### src/rtl/alu_rs_scheduler_if.sv
// Dispatch, CDB snoop and ALU issue bundle for the ALU reservation station.
// master = dispatch/CDB/ALU side, slave = the scheduler itself.
interface alu_rs_scheduler_if #(
  parameter int ROB_W = 4
);
  logic             disp_valid;
  logic [2:0]       disp_op;
  logic             disp_op_addition;
  logic             disp_has_imm;
  logic [4:0]       disp_imm;
  logic [31:0]      disp_vi;
  logic [31:0]      disp_vj;
  logic             disp_qi_wait;
  logic             disp_qj_wait;
  logic [ROB_W-1:0] disp_qi;
  logic [ROB_W-1:0] disp_qj;
  logic [ROB_W-1:0] disp_rob_entry;

  logic             cdb0_valid;
  logic [ROB_W-1:0] cdb0_tag;
  logic [31:0]      cdb0_value;
  logic             cdb1_valid;
  logic [ROB_W-1:0] cdb1_tag;
  logic [31:0]      cdb1_value;

  logic             full_out;
  logic             issue_new;
  logic [31:0]      issue_vi;
  logic [31:0]      issue_vj;
  logic [4:0]       issue_imm;
  logic [2:0]       issue_op;
  logic             issue_has_imm;
  logic             issue_op_addition;
  logic [ROB_W-1:0] issue_rob_entry;

  modport master (
    output disp_valid, disp_op, disp_op_addition, disp_has_imm, disp_imm,
           disp_vi, disp_vj, disp_qi_wait, disp_qj_wait, disp_qi, disp_qj,
           disp_rob_entry,
           cdb0_valid, cdb0_tag, cdb0_value, cdb1_valid, cdb1_tag, cdb1_value,
    input  full_out, issue_new, issue_vi, issue_vj, issue_imm, issue_op,
           issue_has_imm, issue_op_addition, issue_rob_entry
  );

  modport slave (
    input  disp_valid, disp_op, disp_op_addition, disp_has_imm, disp_imm,
           disp_vi, disp_vj, disp_qi_wait, disp_qj_wait, disp_qi, disp_qj,
           disp_rob_entry,
           cdb0_valid, cdb0_tag, cdb0_value, cdb1_valid, cdb1_tag, cdb1_value,
    output full_out, issue_new, issue_vi, issue_vj, issue_imm, issue_op,
           issue_has_imm, issue_op_addition, issue_rob_entry
  );
endinterface

### src/rtl/alu_rs_scheduler.sv
// ALU reservation station: buffers dispatched ops, snoops two CDBs, issues one ready op per cycle.
// Define RS_OLDEST_FIRST_EN for age-matrix oldest-first select; default is lowest-index select.
module alu_rs_scheduler #(
  parameter int RS_SIZE = 8,
  parameter int ROB_W   = 4
) (
  input logic               clk_in,
  input logic               rst_in,
  input logic               rdy_in,
  input logic               flush_in,
  alu_rs_scheduler_if.slave rs
);
  localparam int IDX_W = $clog2(RS_SIZE);

  typedef struct packed {
    logic [2:0]       op;
    logic             op_addition;
    logic             has_imm;
    logic [4:0]       imm;
    logic [31:0]      vi;
    logic [31:0]      vj;
    logic [ROB_W-1:0] rob_entry;
  } payload_t;

  logic [RS_SIZE-1:0] valid_q, wait_i_q, wait_j_q;
  logic [RS_SIZE-1:0] valid_d, wait_i_d, wait_j_d;
  payload_t           ent_q [RS_SIZE];
  payload_t           ent_d [RS_SIZE];
  logic [ROB_W-1:0]   qi_q  [RS_SIZE];
  logic [ROB_W-1:0]   qj_q  [RS_SIZE];

  payload_t           issue_q;
  logic               issue_new_q;

  logic [RS_SIZE-1:0] ready;
  logic [IDX_W-1:0]   free_idx, sel_idx;
  logic               free_found, sel_found;
  logic               full;
  logic               disp_fire;
  logic               disp_wait_i, disp_wait_j;
  logic [31:0]        disp_vi, disp_vj;

`ifdef RS_OLDEST_FIRST_EN
  // age_q[i][j] set means entry j is older than entry i
  logic [RS_SIZE-1:0] age_q [RS_SIZE];
  logic [RS_SIZE-1:0] age_d [RS_SIZE];
`endif

  assign ready     = valid_q & ~wait_i_q & ~wait_j_q;
  assign full      = &valid_q;
  assign disp_fire = rs.disp_valid && !full;

  // NOTE: every variable gets a default at the top of always_comb so no path infers a latch.
  always_comb begin
    free_idx   = '0;
    free_found = 1'b0;
    for (int i = 0; i < RS_SIZE; i++) begin
      if (!valid_q[i] && !free_found) begin
        free_idx   = IDX_W'(i);
        free_found = 1'b1;
      end
    end
  end

  always_comb begin
    sel_idx   = '0;
    sel_found = 1'b0;
    for (int i = 0; i < RS_SIZE; i++) begin
`ifdef RS_OLDEST_FIRST_EN
      if (ready[i] && ((age_q[i] & ready) == '0) && !sel_found) begin
`else
      if (ready[i] && !sel_found) begin
`endif
        sel_idx   = IDX_W'(i);
        sel_found = 1'b1;
      end
    end
  end

  // Dispatch bypass: a tag broadcast this cycle is captured directly, cdb0 first.
  always_comb begin
    disp_wait_i = rs.disp_qi_wait;
    disp_vi     = rs.disp_vi;
    disp_wait_j = rs.disp_qj_wait;
    disp_vj     = rs.disp_vj;
    if (rs.disp_qi_wait) begin
      if (rs.cdb0_valid && rs.cdb0_tag == rs.disp_qi) begin
        disp_wait_i = 1'b0;
        disp_vi     = rs.cdb0_value;
      end else if (rs.cdb1_valid && rs.cdb1_tag == rs.disp_qi) begin
        disp_wait_i = 1'b0;
        disp_vi     = rs.cdb1_value;
      end
    end
    if (rs.disp_qj_wait) begin
      if (rs.cdb0_valid && rs.cdb0_tag == rs.disp_qj) begin
        disp_wait_j = 1'b0;
        disp_vj     = rs.cdb0_value;
      end else if (rs.cdb1_valid && rs.cdb1_tag == rs.disp_qj) begin
        disp_wait_j = 1'b0;
        disp_vj     = rs.cdb1_value;
      end
    end
  end

  always_comb begin
    valid_d  = valid_q;
    wait_i_d = wait_i_q;
    wait_j_d = wait_j_q;
    ent_d    = ent_q;
    for (int i = 0; i < RS_SIZE; i++) begin
      if (valid_q[i] && wait_i_q[i]) begin
        if (rs.cdb0_valid && rs.cdb0_tag == qi_q[i]) begin
          wait_i_d[i] = 1'b0;
          ent_d[i].vi = rs.cdb0_value;
        end else if (rs.cdb1_valid && rs.cdb1_tag == qi_q[i]) begin
          wait_i_d[i] = 1'b0;
          ent_d[i].vi = rs.cdb1_value;
        end
      end
      if (valid_q[i] && wait_j_q[i]) begin
        if (rs.cdb0_valid && rs.cdb0_tag == qj_q[i]) begin
          wait_j_d[i] = 1'b0;
          ent_d[i].vj = rs.cdb0_value;
        end else if (rs.cdb1_valid && rs.cdb1_tag == qj_q[i]) begin
          wait_j_d[i] = 1'b0;
          ent_d[i].vj = rs.cdb1_value;
        end
      end
    end
    if (sel_found) valid_d[sel_idx] = 1'b0;
    // The free slot is never the selected one, so issue and dispatch cannot collide.
    if (disp_fire) begin
      valid_d[free_idx]  = 1'b1;
      wait_i_d[free_idx] = disp_wait_i;
      wait_j_d[free_idx] = disp_wait_j;
      ent_d[free_idx]    = '{op:          rs.disp_op,
                             op_addition: rs.disp_op_addition,
                             has_imm:     rs.disp_has_imm,
                             imm:         rs.disp_imm,
                             vi:          disp_vi,
                             vj:          disp_vj,
                             rob_entry:   rs.disp_rob_entry};
    end
  end

`ifdef RS_OLDEST_FIRST_EN
  always_comb begin
    age_d = age_q;
    if (sel_found) begin
      for (int r = 0; r < RS_SIZE; r++) age_d[r][sel_idx] = 1'b0;
    end
    if (disp_fire) age_d[free_idx] = valid_q & ~(RS_SIZE'(sel_found) << sel_idx);
  end
`endif

  // NOTE: sequential state uses non-blocking assignments so all registers update from pre-edge values.
  always_ff @(posedge clk_in) begin
    if (!rst_in) begin
      // NOTE: only control state is reset; entry payloads are qualified by valid and never read stale.
      valid_q     <= '0;
      issue_new_q <= 1'b0;
      issue_q     <= '0;
`ifdef RS_OLDEST_FIRST_EN
      age_q       <= '{default: '0};
`endif
    end else if (rdy_in) begin
      if (flush_in) begin
        valid_q     <= '0;
        issue_new_q <= 1'b0;
`ifdef RS_OLDEST_FIRST_EN
        age_q       <= '{default: '0};
`endif
      end else begin
        valid_q     <= valid_d;
        wait_i_q    <= wait_i_d;
        wait_j_q    <= wait_j_d;
        ent_q       <= ent_d;
        issue_new_q <= sel_found;
        if (sel_found) issue_q <= ent_q[sel_idx];
        if (disp_fire) begin
          qi_q[free_idx] <= rs.disp_qi;
          qj_q[free_idx] <= rs.disp_qj;
        end
`ifdef RS_OLDEST_FIRST_EN
        age_q       <= age_d;
`endif
      end
    end
  end

  assign rs.full_out          = full;
  assign rs.issue_new         = issue_new_q;
  assign rs.issue_vi          = issue_q.vi;
  assign rs.issue_vj          = issue_q.vj;
  assign rs.issue_imm         = issue_q.imm;
  assign rs.issue_op          = issue_q.op;
  assign rs.issue_has_imm     = issue_q.has_imm;
  assign rs.issue_op_addition = issue_q.op_addition;
  assign rs.issue_rob_entry   = issue_q.rob_entry;
endmodule

### src/flat_wrapper.sv
// flat-port wrapper written by rule: the top's interface ports become plain ports
module alu_rs_scheduler_flat 
#(
  parameter int RS_SIZE = 8,
  parameter int ROB_W   = 4
)
  (clk_in, rst_in, rdy_in, flush_in, rs_disp_valid, rs_disp_op, rs_disp_op_addition, rs_disp_has_imm, rs_disp_imm, rs_disp_vi, rs_disp_vj, rs_disp_qi_wait, rs_disp_qj_wait, rs_disp_qi, rs_disp_qj, rs_disp_rob_entry, rs_cdb0_valid, rs_cdb0_tag, rs_cdb0_value, rs_cdb1_valid, rs_cdb1_tag, rs_cdb1_value, rs_full_out, rs_issue_new, rs_issue_vi, rs_issue_vj, rs_issue_imm, rs_issue_op, rs_issue_has_imm, rs_issue_op_addition, rs_issue_rob_entry);
  alu_rs_scheduler_if #(.ROB_W(ROB_W)) rs_i ();
  input logic clk_in;
  input logic rst_in;
  input logic rdy_in;
  input logic flush_in;
  input wire logic [$bits(rs_i.disp_valid)-1:0] rs_disp_valid;
  input wire logic [$bits(rs_i.disp_op)-1:0] rs_disp_op;
  input wire logic [$bits(rs_i.disp_op_addition)-1:0] rs_disp_op_addition;
  input wire logic [$bits(rs_i.disp_has_imm)-1:0] rs_disp_has_imm;
  input wire logic [$bits(rs_i.disp_imm)-1:0] rs_disp_imm;
  input wire logic [$bits(rs_i.disp_vi)-1:0] rs_disp_vi;
  input wire logic [$bits(rs_i.disp_vj)-1:0] rs_disp_vj;
  input wire logic [$bits(rs_i.disp_qi_wait)-1:0] rs_disp_qi_wait;
  input wire logic [$bits(rs_i.disp_qj_wait)-1:0] rs_disp_qj_wait;
  input wire logic [$bits(rs_i.disp_qi)-1:0] rs_disp_qi;
  input wire logic [$bits(rs_i.disp_qj)-1:0] rs_disp_qj;
  input wire logic [$bits(rs_i.disp_rob_entry)-1:0] rs_disp_rob_entry;
  input wire logic [$bits(rs_i.cdb0_valid)-1:0] rs_cdb0_valid;
  input wire logic [$bits(rs_i.cdb0_tag)-1:0] rs_cdb0_tag;
  input wire logic [$bits(rs_i.cdb0_value)-1:0] rs_cdb0_value;
  input wire logic [$bits(rs_i.cdb1_valid)-1:0] rs_cdb1_valid;
  input wire logic [$bits(rs_i.cdb1_tag)-1:0] rs_cdb1_tag;
  input wire logic [$bits(rs_i.cdb1_value)-1:0] rs_cdb1_value;
  output wire logic [$bits(rs_i.full_out)-1:0] rs_full_out;
  output wire logic [$bits(rs_i.issue_new)-1:0] rs_issue_new;
  output wire logic [$bits(rs_i.issue_vi)-1:0] rs_issue_vi;
  output wire logic [$bits(rs_i.issue_vj)-1:0] rs_issue_vj;
  output wire logic [$bits(rs_i.issue_imm)-1:0] rs_issue_imm;
  output wire logic [$bits(rs_i.issue_op)-1:0] rs_issue_op;
  output wire logic [$bits(rs_i.issue_has_imm)-1:0] rs_issue_has_imm;
  output wire logic [$bits(rs_i.issue_op_addition)-1:0] rs_issue_op_addition;
  output wire logic [$bits(rs_i.issue_rob_entry)-1:0] rs_issue_rob_entry;
  assign rs_i.disp_valid = rs_disp_valid;
  assign rs_i.disp_op = rs_disp_op;
  assign rs_i.disp_op_addition = rs_disp_op_addition;
  assign rs_i.disp_has_imm = rs_disp_has_imm;
  assign rs_i.disp_imm = rs_disp_imm;
  assign rs_i.disp_vi = rs_disp_vi;
  assign rs_i.disp_vj = rs_disp_vj;
  assign rs_i.disp_qi_wait = rs_disp_qi_wait;
  assign rs_i.disp_qj_wait = rs_disp_qj_wait;
  assign rs_i.disp_qi = rs_disp_qi;
  assign rs_i.disp_qj = rs_disp_qj;
  assign rs_i.disp_rob_entry = rs_disp_rob_entry;
  assign rs_i.cdb0_valid = rs_cdb0_valid;
  assign rs_i.cdb0_tag = rs_cdb0_tag;
  assign rs_i.cdb0_value = rs_cdb0_value;
  assign rs_i.cdb1_valid = rs_cdb1_valid;
  assign rs_i.cdb1_tag = rs_cdb1_tag;
  assign rs_i.cdb1_value = rs_cdb1_value;
  assign rs_full_out = rs_i.full_out;
  assign rs_issue_new = rs_i.issue_new;
  assign rs_issue_vi = rs_i.issue_vi;
  assign rs_issue_vj = rs_i.issue_vj;
  assign rs_issue_imm = rs_i.issue_imm;
  assign rs_issue_op = rs_i.issue_op;
  assign rs_issue_has_imm = rs_i.issue_has_imm;
  assign rs_issue_op_addition = rs_i.issue_op_addition;
  assign rs_issue_rob_entry = rs_i.issue_rob_entry;
  alu_rs_scheduler #(.RS_SIZE(RS_SIZE), .ROB_W(ROB_W)) u_core (.clk_in(clk_in), .rst_in(rst_in), .rdy_in(rdy_in), .flush_in(flush_in), .rs(rs_i));
endmodule
### config.mk
export PLATFORM = sky130hd
export DESIGN_NAME = alu_rs_scheduler_flat
export DESIGN_NICKNAME = d
export VERILOG_FILES = /design/src/rtl/alu_rs_scheduler_if.sv /design/src/rtl/alu_rs_scheduler.sv /design/src/flat_wrapper.sv
export SDC_FILE = /design/constraint.sdc
export NUM_CORES = 2
export LEC_CHECK = 0
export CAP_MARGIN = 10
export CORE_MARGIN = 2
export CORE_UTILIZATION = 25
export DETAILED_ROUTE_END_ITERATION = 8
export HOLD_SLACK_MARGIN = 0.06
export PLACE_DENSITY = 0.38
export REMOVE_ABC_BUFFERS = 1
export SLEW_MARGIN = 15
export SYNTH_ARGS = -nofsm -noshare
export SYNTH_HDL_FRONTEND = slang
export SYNTH_SLANG_ARGS = --single-unit
export TNS_END_PERCENT = 5
### constraint.sdc
create_clock -name clk_in -period 17.8 [get_ports clk_in]
set_input_delay 3.56 -clock clk_in [delete_from_list [all_inputs] [get_ports clk_in]]
set_output_delay 3.56 -clock clk_in [all_outputs]
set_load 0.01 [all_outputs]
# ---- Word level (Yosys, flattened, before mapping)
# Memories as Yosys holds them, arrays and structs flattened.
# Index checks and enable logic that the tools add are counted.
dict set report op_classes {
  bitwise 10
  n_reduce_logical 95
  order_cmp 7
  mux 161
  eq_ne 36
}
# cell n
set ops {}
lappend ops {{32-bit two-way mux} 54}
lappend ops {{624-bit bitwise mux} 1}
lappend ops {{614-bit two-way mux} 1}
lappend ops {{78-bit binary-select mux with 3-bit select} 1}
lappend ops {{78-bit demux with 3-bit select} 1}
lappend ops {{78-bit two-way mux} 3}
lappend ops {{4-bit == test} 36}
lappend ops {{1-bit two-way mux} 79}
lappend ops {{1-bit logical AND} 70}
lappend ops {{8-bit two-way mux} 5}
lappend ops {{3-bit two-way mux} 10}
lappend ops {{8-bit bitwise AND} 3}
lappend ops {{8-bit NOT} 3}
lappend ops {{1-bit zero test} 21}
lappend ops {{8-bit bitwise mux} 2}
lappend ops {{4-bit >= comparator (second input constant)} 2}
lappend ops {{3-bit by 4-bit < comparator with 1-bit output (second input constant)} 2}
lappend ops {{3-bit NOT with 4-bit output} 2}
lappend ops {{8-bit bitwise OR} 1}
lappend ops {{8-bit AND reduction} 1}
lappend ops {{1-bit demux with 3-bit select} 2}
lappend ops {{3-bit by 1-bit >= comparator with 1-bit output (second input constant)} 2}
lappend ops {{3-bit AND reduction} 2}
lappend ops {{4-bit by 1-bit < comparator with 1-bit output (second input constant)} 1}
lappend ops {{other kinds (3)} 4}
dict set report word_totals {
  register_bits 727
  input_bits 167
  ramBits 64
  memories 2
}
# memory words width read_ports rd_clocked_by_memory_dff wr line_no
set memory_table {}
lappend memory_table {u_core.qi_q 8 4 8 0 1 alu_rs_scheduler.sv:29} ;# logic [ROB_W-1:0] qi_q [RS_SIZE];
lappend memory_table {u_core.qj_q 8 4 8 0 1 alu_rs_scheduler.sv:30} ;# logic [ROB_W-1:0] qj_q [RS_SIZE];

# ---- Logic depth before layout (Yosys ltp)
dict set report depth {
  word_depth 35
  depth_mapped 10
  depth_no_buf 6
}

# ---- Worst setup path before layout
# No wires, ideal clock.
dict set report synth_path {
  path_kind {input to register}
  from {input port rst_in}
  to {register u_core.ent_q[100] (netlist name), enable pin}
  setup_slack_ps 2407
  arrival_time_ps 14521
  path_stages 5
  required_ps 16929
  path_cell_list {clkbuf_1 nand3_1 clkbuf_1 buf_1 inv_1}
}
dict set report synth_between {
  elab_chain_len 1
}
# item line_no
set synth_lines {}
lappend synth_lines {{from (decl)} flat_wrapper.sv:10} ;# input logic rst_in;
lappend synth_lines {{3-bit AND reduction (no source line)} --}
lappend synth_lines {{to (signal assigned)} alu_rs_scheduler.sv:178} ;# ent_q <= ent_d;
lappend synth_lines {{to (decl)} alu_rs_scheduler.sv:27} ;# payload_t ent_q [RS_SIZE];
# Every way passes these cells.
# A chain may end at the register's enable or synchronous reset.

==> results.yml <==
critical_path:
  cp_common_cell: "buf_4"
  cp_slowest_cell: "clkdlybuf4s50_1"
  cp.required_ns: 18.25
  critPathKind: "input port to register"
  crit_cells: 9
  crit_path_max_fanout: 20
  max_stage_delay_ns: 0.91
  crit_start: "rs_disp_qi[0]"
  r2r_start: "u_core.valid_q[6]"
  arrival_ns: 7.55
  path_delay_family: "buffers and inverters"
  path_cells: "clkdlybuf4s50_1 -> xnor2_1 -> nand2_2 -> buf_4 -> or2_2 -> buf_4 -> a31oi_1 -> o22ai_1 -> mux2i_1"
  reg2regPathDepth: 9
  critPathLaunchType: "input port"
  crit_buf_inv: 3
  endpoint_kind: "register"
floorplan:
  coreArea_sq_mm: 0.199
  dieArea_sq_mm: 0.204
  die_w_microns: 452
  dieHeight_microns: 452
  io_pins: 247
  row_count: 164
  initial_core_util: 0.251
global_route:
  track_usage: 0.215
  grt_pass1_wl_mm: 311
  met1_usage: 0.291
  grt_use_met2: 0.351
  grt_pass1_vias: 36700
  busiest_layer: "met2"
  use_met3: 0.0309
  overflow: 0
  grt_max_degree: 152
  antenna_found_initial: 9
place:
  placed_area_sq_mm: 0.0553
  placed_cells: 6634
  place_congestion: 0.779
  hpwlAfterDp_mm: 125
  port_buffers: 246
timing:
  hold_viol_final: 0
  maxSlewViolCount: 0
  setup_violations: 0
  relSlewSlack: 0.168
  rsz0062_at_grt: "no"
  fin_crit_sh: 0.399
  period_needed_ns: 7.10
  skew_ns: 0.0347
  clock.fmax_mhz: 141
  tightest_slew_ns: 1.25
clocking:
  clk_latency_ns: 0.78
  h-tree-depth: 3
  cts_setup_buffers: 0
  numCtsBuffers: 103
  postCtsResizedCells: 0
  clk_transition_reported_paths_ns: 0.06
  max-clock-path-buffers: 3
  cts_tree: "built"
  hold_buffers: 0
  clkSinkCount: 791
  root_buffer: "clkbuf_16"
detailed_routing:
  vias: 36000
  drc: 0
  dr.first_iter.drc_count: 2677
  avgViaCountPerCell: 5.28
  drt_wl_total_mm: 226
  dr.pass1.iters: 6
  ant_nets: 0
  post_drt_wl_per_cell_microns: 33.1
flow_run:
  cap_violations: 0
synthesis:
  ys.flop_type: "edfxtp_1"
  synth-seq-cells: 791
  synth_cell_types: 61
  synth.avg_cell_area_sq_um: 12.6
  yosysSeqAreaShare: 0.456
  syn_inst: 3989
  ys.warnings.count: 0
  async_flop_share: 0
  synth_edf_count: 704
  netlist_area_sq_mm: 0.0501
worst_hold_path:
  hold_depth: 1
  min_path_type: "register to register"
  min_from: "u_core.rs.issue_vj[28]"
power_and_ir_drop:
  irDropWorstVdd_uv: 68.2
  internal-power_mw: 3.47
  seqPwrFrac: 0.442
  clkPwrFrac: 0.465
  cellLeakagePower_nw: 23.0
  p_sw_frac: 0.261
  power_switching_mw: 1.23
  p_per_area_mw_per_mm2: 80.0
  comb_power_share: 0.093
final_layout:
  drive_above_1_share: 0.174
  nets: 4250
  fin_area_sq_mm: 0.0587
  finalNonFillerCells: 6829
  finish.utilization: 0.295
  syn2layout_area_growth_pct: 17.2
outcome:
  status: "finished, final reports clean"
final cells by class:
class / count / area, sq um
diodes: 2 / 5.00
clock buffers: 146 / 2910
clock inverters: 47 / 488
fillers: 20300 / 141000
inverters: 47 / 184
multi-input cells: 2746 / 25300
flip-flops and latches: 791 / 22900
well taps: 2656 / 3320
repair buffers: 394 / 3620
power groups by stage:
stage | clock, mW | combinational (mW) | sequential, mW
global route | 2.30 | 0.464 | 2.08
detailed placement | 0 | 0.438 | 2.11
CTS | 2.24 | 0.439 | 2.07
finish | 2.18 | 0.438 | 2.07
global placement | 0 | 0.437 | 2.11
floorplan | 0 | 0.216 | 2.12
layer usage:
| layer | up-vias | wire [microns] |
|---|---|---|
| met1 | 18800 | 103000 |
| li1 | 15800 | - |
| met2 | 1051 | 106000 |
| met3 | 312 | 9860 |
| met5 | - | 85 |
| met4 | 14 | 7400 |
layout by cell type, fill, tap and decap left out, drive strengths merged, types with 4 or more instances in the layout:
cell	count
mux2i	1292
edfxtp	704
mux2	435
clkdlybuf4s50	245
buf	149
clkbuf	146
o22ai	143
o221ai	115
nor3	114
a31oi	101
dfxtp	87
o21ai	84
o221a	78
xnor2	72
xor2	72
nand2	54
inv	51
nor2	35
clkinv	34
nand3	31
nor4	16
a21oi	14
or2	13
and3	9
bufinv	8
nor3b	7
o21ba	6
or3	5
nor2b	4
nand3b	4
o2bb2ai	4
o211a	4
o31a	4
or3b	4
path summary, 6_finish.rpt:
check	end	slack [ns]
hold / removal	u_core.rs.issue_vj[28]	0.53
setup reg to reg	u_core.rs.issue_vj[28]	12.82
setup / recovery	u_core.ent_q[56]	10.70
hold reg to reg	u_core.rs.issue_vj[28]	0.53
cells in the mapped netlist, drive strengths merged (5+ instances only):
master	n	area [sq um]
nor3	114	571
o221a	78	878
nand3	31	165
o21ai	84	420
clkbuf	212	796
dfxtp	87	1740
nand2	54	203
nor3b	7	73.8
xor2	72	631
or3	5	31.3
nor2	35	151
o21ba	6	60.1
mux2	435	4900
buf	193	1270
o22ai	143	895
mux2i	1292	12900
xnor2	72	631
a21oi	14	88.8
a31oi	101	632
or2	13	81.3
o221ai	115	1010
nor4	16	213
inv	44	165
and3	9	56.3
edfxtp	704	21100
through the flow:
stage	worst slack (ns)	hold WS [ns]	power, mW	setup TNS [ns]
2_1_floorplan	-8.46	0.506	2.34	-659.28
3_3_place_gp	10.17	0.523	2.55	0
3_5_place_dp	10.16	0.522	2.55	0
4_1_cts	10.96	0.539	4.75	0
5_1_grt	10.74	0.559	4.84	0
6_report	10.70	0.531	4.70	0
cell families (layout without fill, tap and decap cells):
| kind of cell | Yosys count | count (layout) | synth area share |
|---|---|---|---|
| AO/OA/AOI/OAI | 571 | 571 | 0.0845 |
| XOR/XNOR | 144 | 144 | 0.0252 |
| buffers and inverters | 452 | 634 | 0.0446 |
| flip-flops | 791 | 791 | 0.456 |
| multiplexers | 1727 | 1727 | 0.356 |
| other | 0 | 2 | 0 |
| AND/OR/NAND/NOR | 304 | 304 | 0.0337 |
registers in the layout, summed over array words and instances (netlist names), 8 cells and up:
| signal | flops |
|---|---|
| u_core.ent_q | 624 |
| u_core.qi_q | 32 |
| u_core.qj_q | 32 |
| u_core.rs.issue_vi | 32 |
| u_core.rs.issue_vj | 32 |
| u_core.valid_q | 8 |
| u_core.wait_i_q | 8 |
| u_core.wait_j_q | 8 |
Power figures use the tool's default switching activity.
